## config.mk

```make
export PLATFORM = sky130hd
export DESIGN_NAME = sysid_check_sequencer_flat
export DESIGN_NICKNAME = d
export VERILOG_FILES = /design/src/rtl/sysid_check_sequencer_if.sv /design/src/rtl/sysid_check_sequencer.sv /design/src/flat_wrapper.sv
export SDC_FILE = /design/constraint.sdc
export NUM_CORES = 1
export LEC_CHECK = 0
export ABC_AREA = 1
export BUFFER_PORTS_ARGS = -buffer_cell sky130_fd_sc_hd__buf_4
export CORE_ASPECT_RATIO = 1.1
export CORE_UTILIZATION = 44
export CTS_BUF_LIST = sky130_fd_sc_hd__clkbuf_4
export CTS_CLUSTER_SIZE = 16
export DETAILED_ROUTE_END_ITERATION = 8
export GPL_TIMING_DRIVEN = 0
export HOLD_SLACK_MARGIN = 0.1
export PLACE_DENSITY = 0.69
export SLEW_MARGIN = 10
export SYNTH_ARGS = -nofsm -noshare
export SYNTH_HDL_FRONTEND = slang
export SYNTH_SLANG_ARGS = --single-unit
export TNS_END_PERCENT = 30
```

## constraint.sdc

```tcl
create_clock -name clock -period 2.6 [get_ports clock]
set_clock_uncertainty 0.15 [all_clocks]
set_input_delay 0.26 -clock clock [delete_from_list [all_inputs] [get_ports clock]]
set_output_delay 0.26 -clock clock [all_outputs]
set_load 0.01 [all_outputs]
```

## src/rtl/sysid_check_sequencer_if.sv

```systemverilog
// rtl/sysid_check_sequencer_if.sv - Avalon-MM read channel between the sequencer and the SysID slave
interface sysid_check_sequencer_if;
    logic        address;
    logic        read;
    logic        waitrequest;
    logic [31:0] readdata;

    modport master (output address, output read, input waitrequest, input readdata);
    modport slave  (input address, input read, output waitrequest, output readdata);
endinterface

```

## src/rtl/sysid_check_sequencer.sv

```systemverilog
// rtl/sysid_check_sequencer.sv - reads SysID ID/timestamp words and checks them against build-time values
module sysid_check_sequencer #(
    parameter logic [31:0] EXPECTED_ID        = 32'd0,
    parameter logic [31:0] EXPECTED_TIMESTAMP = 32'd1522719104,
    parameter int          READ_LATENCY       = 0,
    parameter int          TIMEOUT_CYCLES     = 255,
    parameter bit          AUTO_START         = 1'b1
) (
    input  logic                           clock,
    input  logic                           reset_n,
    input  logic                           start,
    sysid_check_sequencer_if.master        avm,
    output logic                           busy,
    output logic                           done,
    output logic                           id_match,
    output logic                           ts_match,
    output logic                           timeout,
    output logic [31:0]                    id_value,
    output logic [31:0]                    ts_value
);

    typedef enum logic [2:0] {IDLE, RD_ID, WAIT_ID, RD_TS, WAIT_TS, DONE} state_t;

    state_t      state_q, state_d;
    logic [31:0] stall_q, stall_d;
    logic [2:0]  lat_q, lat_d;
    logic        auto_q;
    logic [31:0] id_d, ts_d;
    logic        id_match_d, ts_match_d, timeout_d;
    logic        accept, stall_hit, lat_last;

    // A read completes when the slave stops stalling; the stall watchdog fires on the last allowed stall cycle
    assign accept    = avm.read & ~avm.waitrequest;
    assign stall_hit = (TIMEOUT_CYCLES != 0) && avm.read && avm.waitrequest
                       && (stall_q == 32'(TIMEOUT_CYCLES - 1));
    assign lat_last  = (lat_q == 3'(READ_LATENCY - 1));

    // Next-state, capture and flag logic
    always_comb begin
        state_d    = state_q;
        stall_d    = stall_q;
        lat_d      = lat_q;
        id_d       = id_value;
        ts_d       = ts_value;
        id_match_d = id_match;
        ts_match_d = ts_match;
        timeout_d  = timeout;
        case (state_q)
            IDLE: begin
                if (auto_q || start) begin
                    state_d = RD_ID;
                    stall_d = '0;
                end
            end
            RD_ID: begin
                if (accept) begin
                    lat_d = '0;
                    if (READ_LATENCY == 0) begin
                        id_d    = avm.readdata;
                        state_d = RD_TS;
                        stall_d = '0;
                    end else begin
                        state_d = WAIT_ID;
                    end
                end else if (stall_hit) begin
                    state_d   = DONE;
                    timeout_d = 1'b1;
                end else begin
                    stall_d = stall_q + 32'd1;
                end
            end
            WAIT_ID: begin
                if (lat_last) begin
                    id_d    = avm.readdata;
                    state_d = RD_TS;
                    stall_d = '0;
                end else begin
                    lat_d = lat_q + 3'd1;
                end
            end
            RD_TS: begin
                if (accept) begin
                    lat_d = '0;
                    if (READ_LATENCY == 0) begin
                        ts_d    = avm.readdata;
                        state_d = DONE;
                    end else begin
                        state_d = WAIT_TS;
                    end
                end else if (stall_hit) begin
                    state_d   = DONE;
                    timeout_d = 1'b1;
                end else begin
                    stall_d = stall_q + 32'd1;
                end
            end
            WAIT_TS: begin
                if (lat_last) begin
                    ts_d    = avm.readdata;
                    state_d = DONE;
                end else begin
                    lat_d = lat_q + 3'd1;
                end
            end
            DONE: begin
                if (start) begin
                    state_d    = RD_ID;
                    stall_d    = '0;
                    id_match_d = 1'b0;
                    ts_match_d = 1'b0;
                    timeout_d  = 1'b0;
                end
            end
            default: state_d = IDLE;
        endcase
        // Match verdicts are taken once, on the way into DONE, and forced low after an abort
        if (state_d == DONE && state_q != DONE) begin
            id_match_d = !timeout_d && (id_d == EXPECTED_ID);
            ts_match_d = !timeout_d && (ts_d == EXPECTED_TIMESTAMP);
        end
    end

    // State and registered outputs; bus strobes are decoded from the next state so they are glitch-free
    always_ff @(posedge clock or negedge reset_n) begin
        if (!reset_n) begin
            state_q     <= IDLE;
            stall_q     <= '0;
            lat_q       <= '0;
            auto_q      <= AUTO_START;
            id_value    <= '0;
            ts_value    <= '0;
            id_match    <= 1'b0;
            ts_match    <= 1'b0;
            timeout     <= 1'b0;
            busy        <= 1'b0;
            done        <= 1'b0;
            avm.read    <= 1'b0;
            avm.address <= 1'b0;
        end else begin
            state_q     <= state_d;
            stall_q     <= stall_d;
            lat_q       <= lat_d;
            auto_q      <= 1'b0;
            id_value    <= id_d;
            ts_value    <= ts_d;
            id_match    <= id_match_d;
            ts_match    <= ts_match_d;
            timeout     <= timeout_d;
            busy        <= (state_d != IDLE) && (state_d != DONE);
            done        <= (state_d == DONE);
            avm.read    <= (state_d == RD_ID) || (state_d == RD_TS);
            avm.address <= (state_d == RD_TS);
        end
    end

endmodule

```

## src/flat_wrapper.sv

```systemverilog
// flat-port wrapper written by rule: the top's interface ports become plain ports
module sysid_check_sequencer_flat 
#(
    parameter logic [31:0] EXPECTED_ID        = 32'd0,
    parameter logic [31:0] EXPECTED_TIMESTAMP = 32'd1522719104,
    parameter int          READ_LATENCY       = 0,
    parameter int          TIMEOUT_CYCLES     = 255,
    parameter bit          AUTO_START         = 1'b1
)
  (clock, reset_n, start, busy, done, id_match, ts_match, timeout, id_value, ts_value, avm_address, avm_read, avm_waitrequest, avm_readdata);
  sysid_check_sequencer_if avm_i ();
  input  logic clock;
  input  logic reset_n;
  input  logic start;
  output logic busy;
  output logic done;
  output logic id_match;
  output logic ts_match;
  output logic timeout;
  output logic [31:0] id_value;
  output logic [31:0] ts_value;
  output wire logic [$bits(avm_i.address)-1:0] avm_address;
  output wire logic [$bits(avm_i.read)-1:0] avm_read;
  input wire logic [$bits(avm_i.waitrequest)-1:0] avm_waitrequest;
  input wire logic [$bits(avm_i.readdata)-1:0] avm_readdata;
  assign avm_address = avm_i.address;
  assign avm_read = avm_i.read;
  assign avm_i.waitrequest = avm_waitrequest;
  assign avm_i.readdata = avm_readdata;
  sysid_check_sequencer #(.EXPECTED_ID(EXPECTED_ID), .EXPECTED_TIMESTAMP(EXPECTED_TIMESTAMP), .READ_LATENCY(READ_LATENCY), .TIMEOUT_CYCLES(TIMEOUT_CYCLES), .AUTO_START(AUTO_START)) u_core (.clock(clock), .reset_n(reset_n), .start(start), .avm(avm_i), .busy(busy), .done(done), .id_match(id_match), .ts_match(ts_match), .timeout(timeout), .id_value(id_value), .ts_value(ts_value));
endmodule
```

==> impl_metrics.toml <==
[grt]
grt_usage_pct = 30.3
grtUsageMet2_pct = 50.2
grt_pass1_vias = 7683
busiest_layer = "met2"
antenna_found_initial = 1
grt_use_met3_pct = 4.88
grt-ovfl-total = 0
grt_use_met1_pct = 38.0
grt_pass1_wl_um = 40800
grt_max_degree = 79

[power]
leakage_nw = 5.10
power_frac_seq_pct = 25.9
powerDensity_mw_per_mm2 = 1190
combPwrFrac_pct = 67.3
intPower_mw = 5.18
p_sw_mw = 5.98
peakVddDrop_uv = 795
p_total_mw = 11.2
clock_power_share_pct = 6.8
swShare_pct = 53.6

[placed_design]
routabilityCongestion = 0.975
dp_hpwl_um = 19200
dp.cells = 1521
port_buffers = 106

[timing]
finalSetupViolations = 0
period_minus_slack_ns = 2.54
rsz0062_at_grt = "true"
relSlewSlack_pct = 52.5
timing.fmax_mhz = 394
worstMarginPinSlew_ns = 0.713
hold_violations = 0
finalMaxSlewViolations = 0
fin_crit_sh_pct = 97.5

[worst_hold_path]
hold_path_class = "input pin to register"

[die]
die_height_um = 139
core_mm2 = 0.0166
start_util_pct = 45.6
ioPinCount = 107
die_w_um = 127
dieArea_mm2 = 0.0177
rows = 49

[drt]
via_count = 8593
drt_iter0_markers = 881
wl_um = 26700
ant_nets = 0
drcViolationCount = 0
first_pass_iters = 8
viasPerCell = 5.43
wl_per_cell_um = 16.9

[logic_synthesis]
synth_top_family_by_area = "simple AND/OR/NAND/NOR gates"
synth-edff-count = 0
synth.top_cell.area_share_pct = 36.2
synth-seq-cells = 110
synth-adder-area-share_pct = 0.663
avgSynthCellArea_um2 = 6.23
synthMuxAreaShare_pct = 0
synth_area_leaders = "dfrtp_1 36%, nand2_1 18%, nand3_1 9.2%"
netlist_area_mm2 = 0.00754
synth_top_flop_cell = "dfrtp_1"
synth_cell_types = 38
synth_compound_area_share_pct = 7.76
synth_seq_area_share_pct = 36.5
synth-simple-area-share_pct = 41.5
async_flop_share_pct = 100
syn-num-nets = 1250
synthXorXnorAreaFrac_pct = 0.929
synth_cells = 1210
yosysTopAreaCell = "dfrtp_1"
ys_warn_count = 0

[clocking]
cts_tree = "built"
ctsRootBufferMaster = "clkbuf_4"
htreeDepth = 3
cts_buffers = 9
cts_sinks = 110
clockBufferDepth = 2
clock_latency_ns = 0.50
path_clk_slew_ns = 0.15

[setup_path]
startpoint_type = "register"
cp_data_arrival_time_ns = 2.83
cp-end-kind = "register"
crit_fanout = 10
cp.required_ns = 2.89
setup.worst_path.class = "register to register"

[job]
cap_violations = 0

[layout]
drive_above_1_share_pct = 16.9
fillCellCount = 1662
nets = 1413
area_growth_pct = 24.3
final_cells = 1582

[run_status]
status = "finished clean"
flip-flops by register name, summed over array words and instances (netlist names), 3 cells and up:
name             flops
u_core.id_value     32
u_core.stall_q      32
u_core.ts_value     32
u_core.lat_q         3
u_core.state_q       3
power groups by stage:
stage | Sequential [mW] | Clock, mW | Combinational (mW)
after floorplan | 2.99 | 0 | 4.16
final | 2.89 | 0.761 | 7.51
after CTS | 2.86 | 0.784 | 6.99
after global placement | 2.89 | 0 | 6.78
after detailed placement | 2.90 | 0 | 6.85
after global routing | 2.96 | 0.832 | 8.16
cells by family after synthesis:
| kind of cell | count (synthesis) |
|---|---|
| compound gates | 105 |
| other cells | 1 |
| flops | 110 |
| buf+inv | 234 |
| simple gates | 748 |
| fa+ha+maj | 4 |
| xor+xnor | 8 |
metal layers:
| layer | routed length, um | vias up |
|---|---|---|
| li1 | - | 4116 |
| met1 | 10300 | 3900 |
| met2 | 12700 | 496 |
| met3 | 2640 | 81 |
| met4 | 1030 | 0 |
| met5 | 0 | - |
cells in the mapped netlist (all sizes together) (5+ instances only):
cell type    n
or2         10
buf         35
nor3        28
inv        184
nand4        8
and2         5
o21ai       40
dfrtp      109
nor2       189
o211ai       5
a21oi       44
o2111ai      8
xor2         8
clkbuf      15
nand3      140
nand2      358
cells in the final DEF, fill, tap and decap left out, drive strengths merged, types with 2 or more instances in the layout:
master       Yosys  routed
a211oi           2       2
a21oi           44      44
and2             5       5
and3             3       3
buf             35     154
clkbuf          15      24
clkinv           0       3
dfrtp          109     109
diode            0       2
dlygate4sd3      0      35
ha               4       4
inv            184     184
nand2          358     358
nand3          140     140
nand3b           4       4
nand4            8       8
nor2           189     189
nor3            28      28
nor4             2       2
o2111ai          8       8
o211ai           5       5
o21a             2       2
o21ai           40      40
or2             10      10
xor2             8       8
worst max-delay path, stage by stage (launching register included):
cell and delay, ns:
dfrtp_1 0.46, nand2_1 0.16, clkbuf_1 0.57, nand2_1 0.11, nand3_1 0.15, nand2_1 0.08, a21oi_1 0.20, nand2_1 0.08
nor2_1 0.10, nand2_1 0.09, nor2_4 0.16, nand3_1 0.09, nand2_1 0.07
stage by stage:
stage	hold slack, ns	utilization (%)	setup slack, ns	instance area [um^2]	setup TNS [ns]
4_1_cts	0.121	55.4	-0.00355	9180	-0.00355
3_3_place_gp	0.322	51.9	-0.435	8590	-0.774
2_1_floorplan	-0.186	-	0.365	7540	0
3_5_place_dp	0.0183	52.1	-0.406	8630	-0.691
5_1_grt	0.202	56.6	-0.109	9380	-0.113
6_report	0.154	56.7	0.0640	9380	0
worst paths after layout:
check | from | endpoint | depth (start not counted) | slack [ns]
setup / recovery | u_core.avm.read | u_core.id_match | 12 | 0.06
hold / removal | avm_waitrequest | u_core.id_value[11] | 7 | 0.15
setup reg to reg | u_core.avm.read | u_core.id_match | 12 | 0.06
hold reg to reg | u_core.lat_q[1] | u_core.lat_q[1] | 2 | 0.38
max in group asynchronous | reset_n | u_core.auto_q | 4 | 1.25
min in group asynchronous | reset_n | u_core.ts_value[31] | 4 | 0.63
area by class of cell:
cell class	instances	area [um^2]	share of cell area [%]
multi-input combinational	866	3970	42.4
sequential	110	2750	29.4
timing repair buffer	152	1260	13.5
inverter	184	691	7.36
buffer	50	339	3.62
tap	204	255	2.72
clock buffer	11	82.6	0.881
clock inverter	3	13.8	0.147
antenna	2	5.00	0.0534
what timing repair did:
action	in CTS	in global routing
hold buffers	36	0
resized for setup	25	59
buffers inserted	2	7
setup endpoints to repair	2	12
pin swaps	0	14
hold endpoints to repair	174	0
(Power assumes the default switching activity.)
